<file path="src/rtl/regfile_pkg.sv">
// Shared register-file constants and write-back requester indices.
package regfile_pkg;
  localparam int REG_AW   = 6;
  localparam int REG_DW   = 32;
  localparam int NUM_REGS = 64;
  localparam int ZERO_REG = 0;

  typedef enum logic [1:0] {
    WB_ALU  = 2'd0,
    WB_LOAD = 2'd1,
    WB_MUL  = 2'd2
  } wb_src_e;
endpackage

</file>
<file path="src/rtl/rr_arbiter.sv">
// Round-robin arbiter: one-hot combinational grant, pointer moves past the
// winner only when the grant is consumed (advance).
module rr_arbiter #(
  parameter int N = 3
) (
  input  logic         clk,
  input  logic         rst,
  input  logic [N-1:0] req,
  input  logic         advance,
  output logic [N-1:0] gnt
);
  localparam int PW = (N > 1) ? $clog2(N) : 1;

  logic [PW-1:0] ptr_q, ptr_d;

  always_comb begin
    int   idx;
    logic found;
    gnt   = '0;
    ptr_d = ptr_q;
    found = 1'b0;
    idx   = 0;
    for (int k = 0; k < N; k++) begin
      idx = int'(ptr_q) + k;
      if (idx >= N) idx = idx - N;
      if (!found && req[idx]) begin
        gnt[idx] = 1'b1;
        found    = 1'b1;
        if (advance) ptr_d = (idx == N - 1) ? '0 : PW'(idx + 1);
      end
    end
  end

  always_ff @(posedge clk) begin
    if (rst) ptr_q <= '0;
    else     ptr_q <= ptr_d;
  end
endmodule

</file>
<file path="src/rtl/regfile_wb_sched.sv">
// Write-back scheduler for the register file's single write port plus a
// per-register busy scoreboard that stalls issue on RAW/WAW hazards.
module regfile_wb_sched
  import regfile_pkg::*;
#(
  parameter int NREQ = 3,
  parameter int AW   = REG_AW,
  parameter int DW   = REG_DW
) (
  input  logic              clk,
  input  logic              rst,
  input  logic [NREQ-1:0]   req_valid,
  input  logic [NREQ*AW-1:0] req_addr,
  input  logic [NREQ*DW-1:0] req_data,
  output logic [NREQ-1:0]   req_ready,
  output logic              we,
  output logic [AW-1:0]     wa,
  output logic [DW-1:0]     wd,
  input  logic              iss_valid,
  input  logic [AW-1:0]     iss_rd,
  input  logic [AW-1:0]     iss_rs,
  input  logic [AW-1:0]     iss_rt,
  output logic              iss_stall
);
  localparam int NR = 2 ** AW;

  logic [NREQ-1:0] req_eff;
  logic            xfer;
  logic [AW-1:0]   sel_addr;
  logic [DW-1:0]   sel_data;
  logic            we_q, we_d;
  logic [AW-1:0]   wa_q, wa_d;
  logic [DW-1:0]   wd_q, wd_d;
  logic [NR-1:0]   busy_q, busy_d;

  // Requests are masked during reset so nothing is granted while rst is high.
  assign req_eff = req_valid & {NREQ{~rst}};
  assign xfer    = |req_ready;

  rr_arbiter #(.N(NREQ)) u_arb (
    .clk     (clk),
    .rst     (rst),
    .req     (req_eff),
    .advance (xfer),
    .gnt     (req_ready)
  );

  always_comb begin
    sel_addr = '0;
    sel_data = '0;
    for (int i = 0; i < NREQ; i++) begin
      if (req_ready[i]) begin
        sel_addr = req_addr[i*AW +: AW];
        sel_data = req_data[i*DW +: DW];
      end
    end
  end

  // Writes to the zero register are accepted but never reach the file.
  always_comb begin
    we_d = xfer && (sel_addr != AW'(ZERO_REG));
    wa_d = xfer ? sel_addr : wa_q;
    wd_d = xfer ? sel_data : wd_q;
  end

  assign iss_stall = iss_valid & (busy_q[iss_rs] | busy_q[iss_rt] | busy_q[iss_rd]);

  // Set is applied after clear so a newly issued producer keeps the bit.
  always_comb begin
    busy_d = busy_q;
    if (we_q) busy_d[wa_q] = 1'b0;
    if (iss_valid && !iss_stall && (iss_rd != AW'(ZERO_REG))) busy_d[iss_rd] = 1'b1;
    busy_d[ZERO_REG] = 1'b0;
  end

  always_ff @(posedge clk) begin
    if (rst) begin
      we_q   <= 1'b0;
      wa_q   <= '0;
      wd_q   <= '0;
      busy_q <= '0;
    end else begin
      we_q   <= we_d;
      wa_q   <= wa_d;
      wd_q   <= wd_d;
      busy_q <= busy_d;
    end
  end

  assign we = we_q;
  assign wa = wa_q;
  assign wd = wd_q;
endmodule

</file>
<file path="config.mk">
export PLATFORM = sky130hd
export DESIGN_NAME = regfile_wb_sched
export DESIGN_NICKNAME = d
export VERILOG_FILES = /design/src/rtl/regfile_pkg.sv /design/src/rtl/rr_arbiter.sv /design/src/rtl/regfile_wb_sched.sv
export SDC_FILE = /design/constraint.sdc
export NUM_CORES = 1
export LEC_CHECK = 0
export ABC_CLOCK_PERIOD_IN_PS = 4810
export CELL_PAD_IN_SITES_DETAIL_PLACEMENT = 2
export CELL_PAD_IN_SITES_GLOBAL_PLACEMENT = 2
export CORE_MARGIN = 1
export CORE_UTILIZATION = 29
export DETAILED_ROUTE_END_ITERATION = 10
export PLACE_DENSITY = 0.88
export SKIP_LAST_GASP = 1
export SLEW_MARGIN = 0
export SYNTH_ARGS = -nofsm -noshare
export SYNTH_HDL_FRONTEND = slang
export SYNTH_HIERARCHICAL = 1
export SYNTH_SLANG_ARGS = --single-unit
</file>
<file path="constraint.sdc">
create_clock -name clk -period 4.81 [get_ports clk]
set_input_delay 0.7215 -clock clk [delete_from_list [all_inputs] [get_ports clk]]
set_output_delay 0.7215 -clock clk [all_outputs]
set_load 0.005 [all_outputs]
</file>
==> results of run 1 <==
[cell usage after synthesis, types with 2 or more instances]
cell and number:
a2111oi_0 2, a211oi_1 4, a21oi_1 47, a221o_1 6
a221oi_1 34, a22o_1 2, a22oi_1 9, a31oi_1 3
and2_1 3, and3_1 3, buf_1 11, buf_2 8
buf_4 5, buf_6 6, clkbuf_1 46, dfxtp_1 104
ha_1 4, inv_1 15, mux2_2 6, mux2i_1 25
mux4_2 36, nand2_1 61, nand2b_1 5, nand3_1 50
nand3b_1 5, nand4_1 6, nor2_1 86, nor2b_1 12
nor3_1 10, nor3b_1 37, o211ai_1 26, o21a_1 2
o21ai_0 15, o21ai_1 4, o311ai_0 3, o31ai_1 16
o41ai_1 40, o41ai_2 10, or2_2 4, or3_1 3
or4_1 2
[flip-flops by register name (all words and copies together) (netlist names)]
signal and count:
wd 32, wa 6, busy_q 63, u_arb/ptr_q 2, we 1
[final cells by class]
class	instances	area share
Clock inverter	5	0.00923
Clock buffer	11	0.0260
Sequential cell	104	0.223
Multi-Input combinational cell	597	0.482
Inverter	15	0.00602
Tap cell	319	0.0427
Timing Repair Buffer	202	0.211
[worst min path at each step]
stage               cells after the start          to  startpoint  slack, ps
CTS                                     2       wd[3]       wd[3]        530
global route                            2  busy_q[49]  busy_q[49]        570
global placement                        2       wd[3]       wd[3]        500
floorplan                               2  busy_q[52]  busy_q[52]        460
finish                                  2       wd[3]       wd[3]        530
detailed placement                      2       wd[3]       wd[3]        510
[metrics by stage]
step / worst slack [ps] / std cells / hold slack [ps] / utilization
6_report: 311 / 1253 / 525 / 0.397
5_1_grt: 166 / 1253 / 571 / 0.397
4_1_cts: 264 / 1253 / 531 / 0.397
3_5_place_dp: 270 / 1237 / 515 / 0.383
3_3_place_gp: 400 / 1237 / 502 / 0.383
2_1_floorplan: 1090 / 792 / 464 / -
[critical path: cells and delay by family]
family / cells / cell delay (ps)
AND/OR/NAND/NOR: 3 / 420
AO/OA/AOI/OAI: 3 / 700
multiplexers: 1 / 550
buffers and inverters: 3 / 1380
[power groups by stage]
stage | combinational [mW] | sequential [mW] | clock [mW]
final | 1.59 | 1.21 | 0.845
after global routing | 1.73 | 1.23 | 0.892
after CTS | 1.61 | 1.21 | 0.863
after detailed placement | 1.59 | 1.23 | 0
after global placement | 1.53 | 1.21 | 0
after floorplan | 0.868 | 1.14 | 0
[metal layers]
layer | GRT usage | vias up | part of all wire
li1 | - | 3359 | -
met5 | 0 | - | 0
met2 | 0.446 | 271 | 0.50
met3 | 0.0686 | 35 | 0.074
met4 | 0.0756 | 0 | 0.021
met1 | 0.294 | 3795 | 0.40
[cell families after synthesis]
family | Yosys count
AO/OA/AOI/OAI | 230
buffers and inverters | 91
multiplexers | 68
adder cells (fa/ha/maj) | 4
flip-flops | 104
AND/OR/NAND/NOR | 295
==> metrics, run 1 <==
status finished clean; worst flop-to-flop path endpoint u_arb/ptr_q[1]; critical path, cell by cell clkdlybuf4s50_1, buf_4, mux4_2, nor2b_1, a211oi_1, o21ai_0, nand4_1, nand4_4, o21a_1, clkdlybuf4s50_1; CP max FO 14; Worst Path Class, Setup in -> out; Clock Sinks between 100 and 150; worst slew pin tran 1150 ps; drt pass-1 iters 4; critical path required time 4090 ps; Worst setup EP type output pin; Cell Rows 56; Clock Root Buffer clkbuf_16; HP Class reg -> reg; antenna violations before repair 0; Die Y between 150 and 200 um; max-cap check violation count 0; Final Hold Fails 0; Arr. time, crit path 3780 ps; Tmin final around 4500 ps; Max Slew Vio Count 0; crit path max-delay cell type clkdlybuf4s50_1; Bufs on Longest Clock Path 2; Post-CTS Setup Bufs 0; combinational group share of total power 0.436; core area 23500 um^2; post-synthesis adder-cell area fraction 0.00719; via density per instance between 5 and 6; Die Area 24600 um^2; Synth Warn # 6; Residual DRC 0; r2r setup slk ~1100 ps; IO buf count 180; largest family of logic cells by synthesized area compound AO/OA/AOI/OAI gates; Reg area ~2100 um^2; CTS tree done; die width ~160 um; syn_nets 934; critical path's most frequent cell clkdlybuf4s50_1; simple-gate area share of the yosys netlist 0.214; most area-consuming cells after synthesis dfxtp_1 (30%), mux4_2 (12%), o41ai_1 (5.0%), nor2_1 (4.6%), a221oi_1 (4.3%); synthesized cell area 6970 um^2; setup_tns 0 ps; Post-synth EDFFs 0; CP startpoint kind primary input; Yosys cell types 57; timing endpoint of the critical path iss_stall; Switching Share 0.381; Seq/Total Area, Yosys 0.299; slew margin rel. 0.228; initial drt markers 465; RSZ-0062 raised after global routing false; gr ovfl total 0; CTS Buf Count 9; Fmax 222 MHz; CP startpoint iss_rt[1]; Initial Util 0.296; total track usage 0.252; multiplexer share of the synthesized area 0.164; commonest non-fill, non-tap cell in the layout clkdlybuf4s50_1; P_int 2.26 mW; origin of the critical flop-to-flop path u_arb/ptr_q[1]; final WL 30200 um; final antenna-violating net count 0; Synth Flop Type dfxtp_1; largest net degree at the start of global routing 64; nets@finish 1071; Clock power frac 0.232; worst skew pair latency 370 ps; post-CTS sizing 0; worst vdd ir 0.196 mV; synth-to-layout area growth 34.2%; cell area power density 390 nW/um^2; Reg power frac 0.332; HPWL after DPL 22800 um; antenna diode count 0; Placer Congestion 0.908; hold_buf cts 0; clock slew at reported path FFs roughly 70 ps; via count between 7k and 8k; Tcrit/Tclk final 0.935; layout cells sized above 1 0.116; H-tree Lvls 3; CP max stage delay 600 ps; DR WL/cell 24.1 um; area of the multi-input gates between 4000 and 5000 um^2; Syn Inst Count 792; share of the synthesized area in the top cell type 0.299; fill cell count 2653; post-synthesis xor/xnor area fraction 0; first-pass GRT wire length 46800 um; Leak roughly 3.2 nW; clock skew 15.1 ps; Synth area leader dfxtp_1; vias in the first global route 8091; most frequent cells in the layout clkdlybuf4s50_1 (179), dfxtp_1 (104), nor2_1 (86), nand2_1 (61), nand3_1 (50); Mean Syn Cell Area just under 9 um^2; Ports 181; final design area excluding fillers 9350 um^2; setup violators final 0; Placed Area 9020 um^2; Synth Area in Compound Gates 0.256; Switch Pwr ~1.4 mW; Tot Pwr 3.65 mW; FF+latch count, synth 104; Synth async-reset ratio 0; Reg2Reg Depth 14
Note: power is estimated with default switching activity, not from simulation.
==> run 2, diff against run 1 <==
--- a/config.mk
+++ b/config.mk
@@ -9,9 +9,10 @@
 export CELL_PAD_IN_SITES_DETAIL_PLACEMENT = 2
 export CELL_PAD_IN_SITES_GLOBAL_PLACEMENT = 2
 export CORE_MARGIN = 1
-export CORE_UTILIZATION = 29
+export CORE_UTILIZATION = 30
 export DETAILED_ROUTE_END_ITERATION = 10
-export PLACE_DENSITY = 0.88
+export DONT_BUFFER_PORTS = 1
+export PLACE_DENSITY = 0.73
 export SKIP_LAST_GASP = 1
 export SLEW_MARGIN = 0
 export SYNTH_ARGS = -nofsm -noshare
==> metrics, run 2 (synthesis results as in run 1) <==
clock slew at reported path FFs 90 ps (was 70 ps); slew margin rel. 0.260 (was 0.228); Crit path depth 13 (was 10); via density per instance 6.56 (was 5.95); Leak 2.42 nW (was 3.17 nW); worst slew pin tran 1100 ps (was 1150 ps); dpl ws 891 ps (was 270 ps); fill cell count 2560 (was 2653); timing endpoint of the critical path we (was iss_stall); Worst Path Class, Setup reg -> reg (was in -> out); crit path max-delay cell type o21ai_4 (was clkdlybuf4s50_1); Reg2Reg Depth 13 (was 14); worst skew pair latency 370 ps (about the same); CP startpoint u_arb/ptr_q[1] (was iss_rt[1]); drt pass-1 iters 5 (was 4); setup slack after layout 1120 ps (was 311 ps); total track usage 0.236 (was 0.252); Tcrit/Tclk final 0.768 (was 0.935); gr ovfl total 0 (unchanged); HP Class in -> reg (was reg -> reg); Cell Rows 55 (was 56); Worst setup EP type flop (was output pin); Bufs on Longest Clock Path 2 (unchanged); IO buf count 0 (was 180); max-cap check violation count 0 (unchanged); clock skew 16.8 ps (was 15.1 ps); worst vdd ir 0.235 mV (was 0.196 mV); Clock Sinks 104 (unchanged); Post-CTS Setup Bufs 0 (unchanged); final WL 28400 um (was 30200 um); HPWL after DPL 19400 um (was 22800 um); Hold Path Depth 1 (was 2); Ports 181 (unchanged); final core occ 0.326 (was 0.397); CTS tree done (unchanged); Arr. time, crit path 3950 ps (was 3780 ps); setup_tns 0 ps (unchanged); synth-to-layout area growth 6.22% (was 34.2%); Final Hold Fails 0 (unchanged); Max Slew Vio Count 0 (unchanged); antenna diode count 0 (unchanged); DR WL/cell 27.6 um (was 24.1 um); antenna violations before repair 0 (unchanged); Placer Congestion 0.886 (was 0.908); post-CTS sizing 0 (unchanged); Clock Root Buffer clkbuf_16 (unchanged); CP max stage delay 710 ps (was 600 ps); Fmax 271 MHz (was 222 MHz); RSZ-0062 raised after global routing false (unchanged); critical path required time 5070 ps (was 4090 ps); final antenna-violating net count 0 (unchanged); core area 22700 um^2 (was 23500 um^2); via count 6737 (was 7460); CP startpoint kind flop (was primary input); largest net degree at the start of global routing 49 (was 64); layout cells sized above 1 0.131 (was 0.116); origin of the critical flop-to-flop path u_arb/ptr_q[1] (unchanged); Die Area 23800 um^2 (was 24600 um^2); CTS Buf Count 9 (unchanged); status finished clean (unchanged); max reg flops 63 (unchanged); cell area power density 424 nW/um^2 (was 390 nW/um^2); Die Y 154 um (was 157 um); worst flop-to-flop path endpoint we (was u_arb/ptr_q[1]); nets@finish 879 (was 1071); vias in the first global route 6984 (was 8091); initial drt markers 452 (was 465); H-tree Lvls 3 (unchanged); setup violators final 0 (unchanged); commonest non-fill, non-tap cell in the layout dfxtp_1 (was clkdlybuf4s50_1); r2r setup slk 1120 ps (was 1140 ps); Tmin final 3690 ps (was 4500 ps); hold_buf cts 0 (unchanged); sum of buffers and inverters on the critical path 1 (was 3); Initial Util 0.307 (was 0.296); critical path, cell by cell inv_1, ha_1, mux2i_2, nand3_1, o21ai_0, nand2_1, o21ai_4, nor2b_1, a22oi_1, o21ai_0, or4_1, nor3_1, nor3_1 (was clkdlybuf4s50_1, buf_4, mux4_2, nor2b_1, a211oi_1, o21ai_0, nand4_1, nand4_4, o21a_1, clkdlybuf4s50_1); most frequent cells in the layout dfxtp_1 (104), nor2_1 (86), nand2_1 (61), nand3_1 (50), a21oi_1 (46) (was clkdlybuf4s50_1 (179), dfxtp_1 (104), nor2_1 (86), nand2_1 (61), nand3_1 (50)); CP max FO 33 (was 14); crit-path leading delay family simple AND/OR/NAND/NOR gates (was buffers and inverters); die width 154 um (was 157 um); Residual DRC 0 (unchanged); first-pass GRT wire length 42900 um (was 46800 um); Reg with most FFs busy_q (unchanged); Tot Pwr 3.13 mW (was 3.65 mW)
[run 2: area by class of cell]
class | count | area (um^2) | share of cell area
multi-input combinational | 597 | 4510 | 0.609
sequential | 104 | 2080 | 0.281
tap | 285 | 357 | 0.0482
clock buffer | 9 | 225 | 0.0304
clock inverter | 7 | 95.1 | 0.0129
timing repair buffer | 10 | 75.1 | 0.0101
inverter | 15 | 56.3 | 0.00761
[run 2: where the power goes]
part	internal (mW)	switching (mW)	leakage, nW
Sequential	1.02	0.239	0.845
Clock	0.423	0.396	0.158
Combinational	0.394	0.659	1.42
Total	1.84	1.29	2.42
[run 2: worst min-delay path by stage]
stage,from,to,slack (ps)
floorplan,busy_q[52],busy_q[52],460
global placement,wa[4],wa[4],470
detailed placement,busy_q[45],busy_q[45],500
CTS,rst,wd[10],410
global route,rst,wd[6],410
finish,rst,wd[10],420
[run 2: per-stage QoR]
| step | hold WS (ps) | std cells | instance area (um^2) |
|---|---|---|---|
| 4_1_cts | 411 | 1027 | 7400 |
| 6_report | 422 | 1027 | 7400 |
| 3_3_place_gp | 475 | 1011 | 7080 |
| 5_1_grt | 412 | 1027 | 7400 |
| 2_1_floorplan | 464 | 792 | 6970 |
| 3_5_place_dp | 504 | 1011 | 7080 |
[run 2: layer usage]
metal  vias to the layer above  wire (um)  track usage
met2                       315      13600        0.393
met1                      3396      11700        0.302
met5                         -          0            0
li1                       2974          -            -
met4                         0        801       0.0830
met3                        52       2330       0.0502
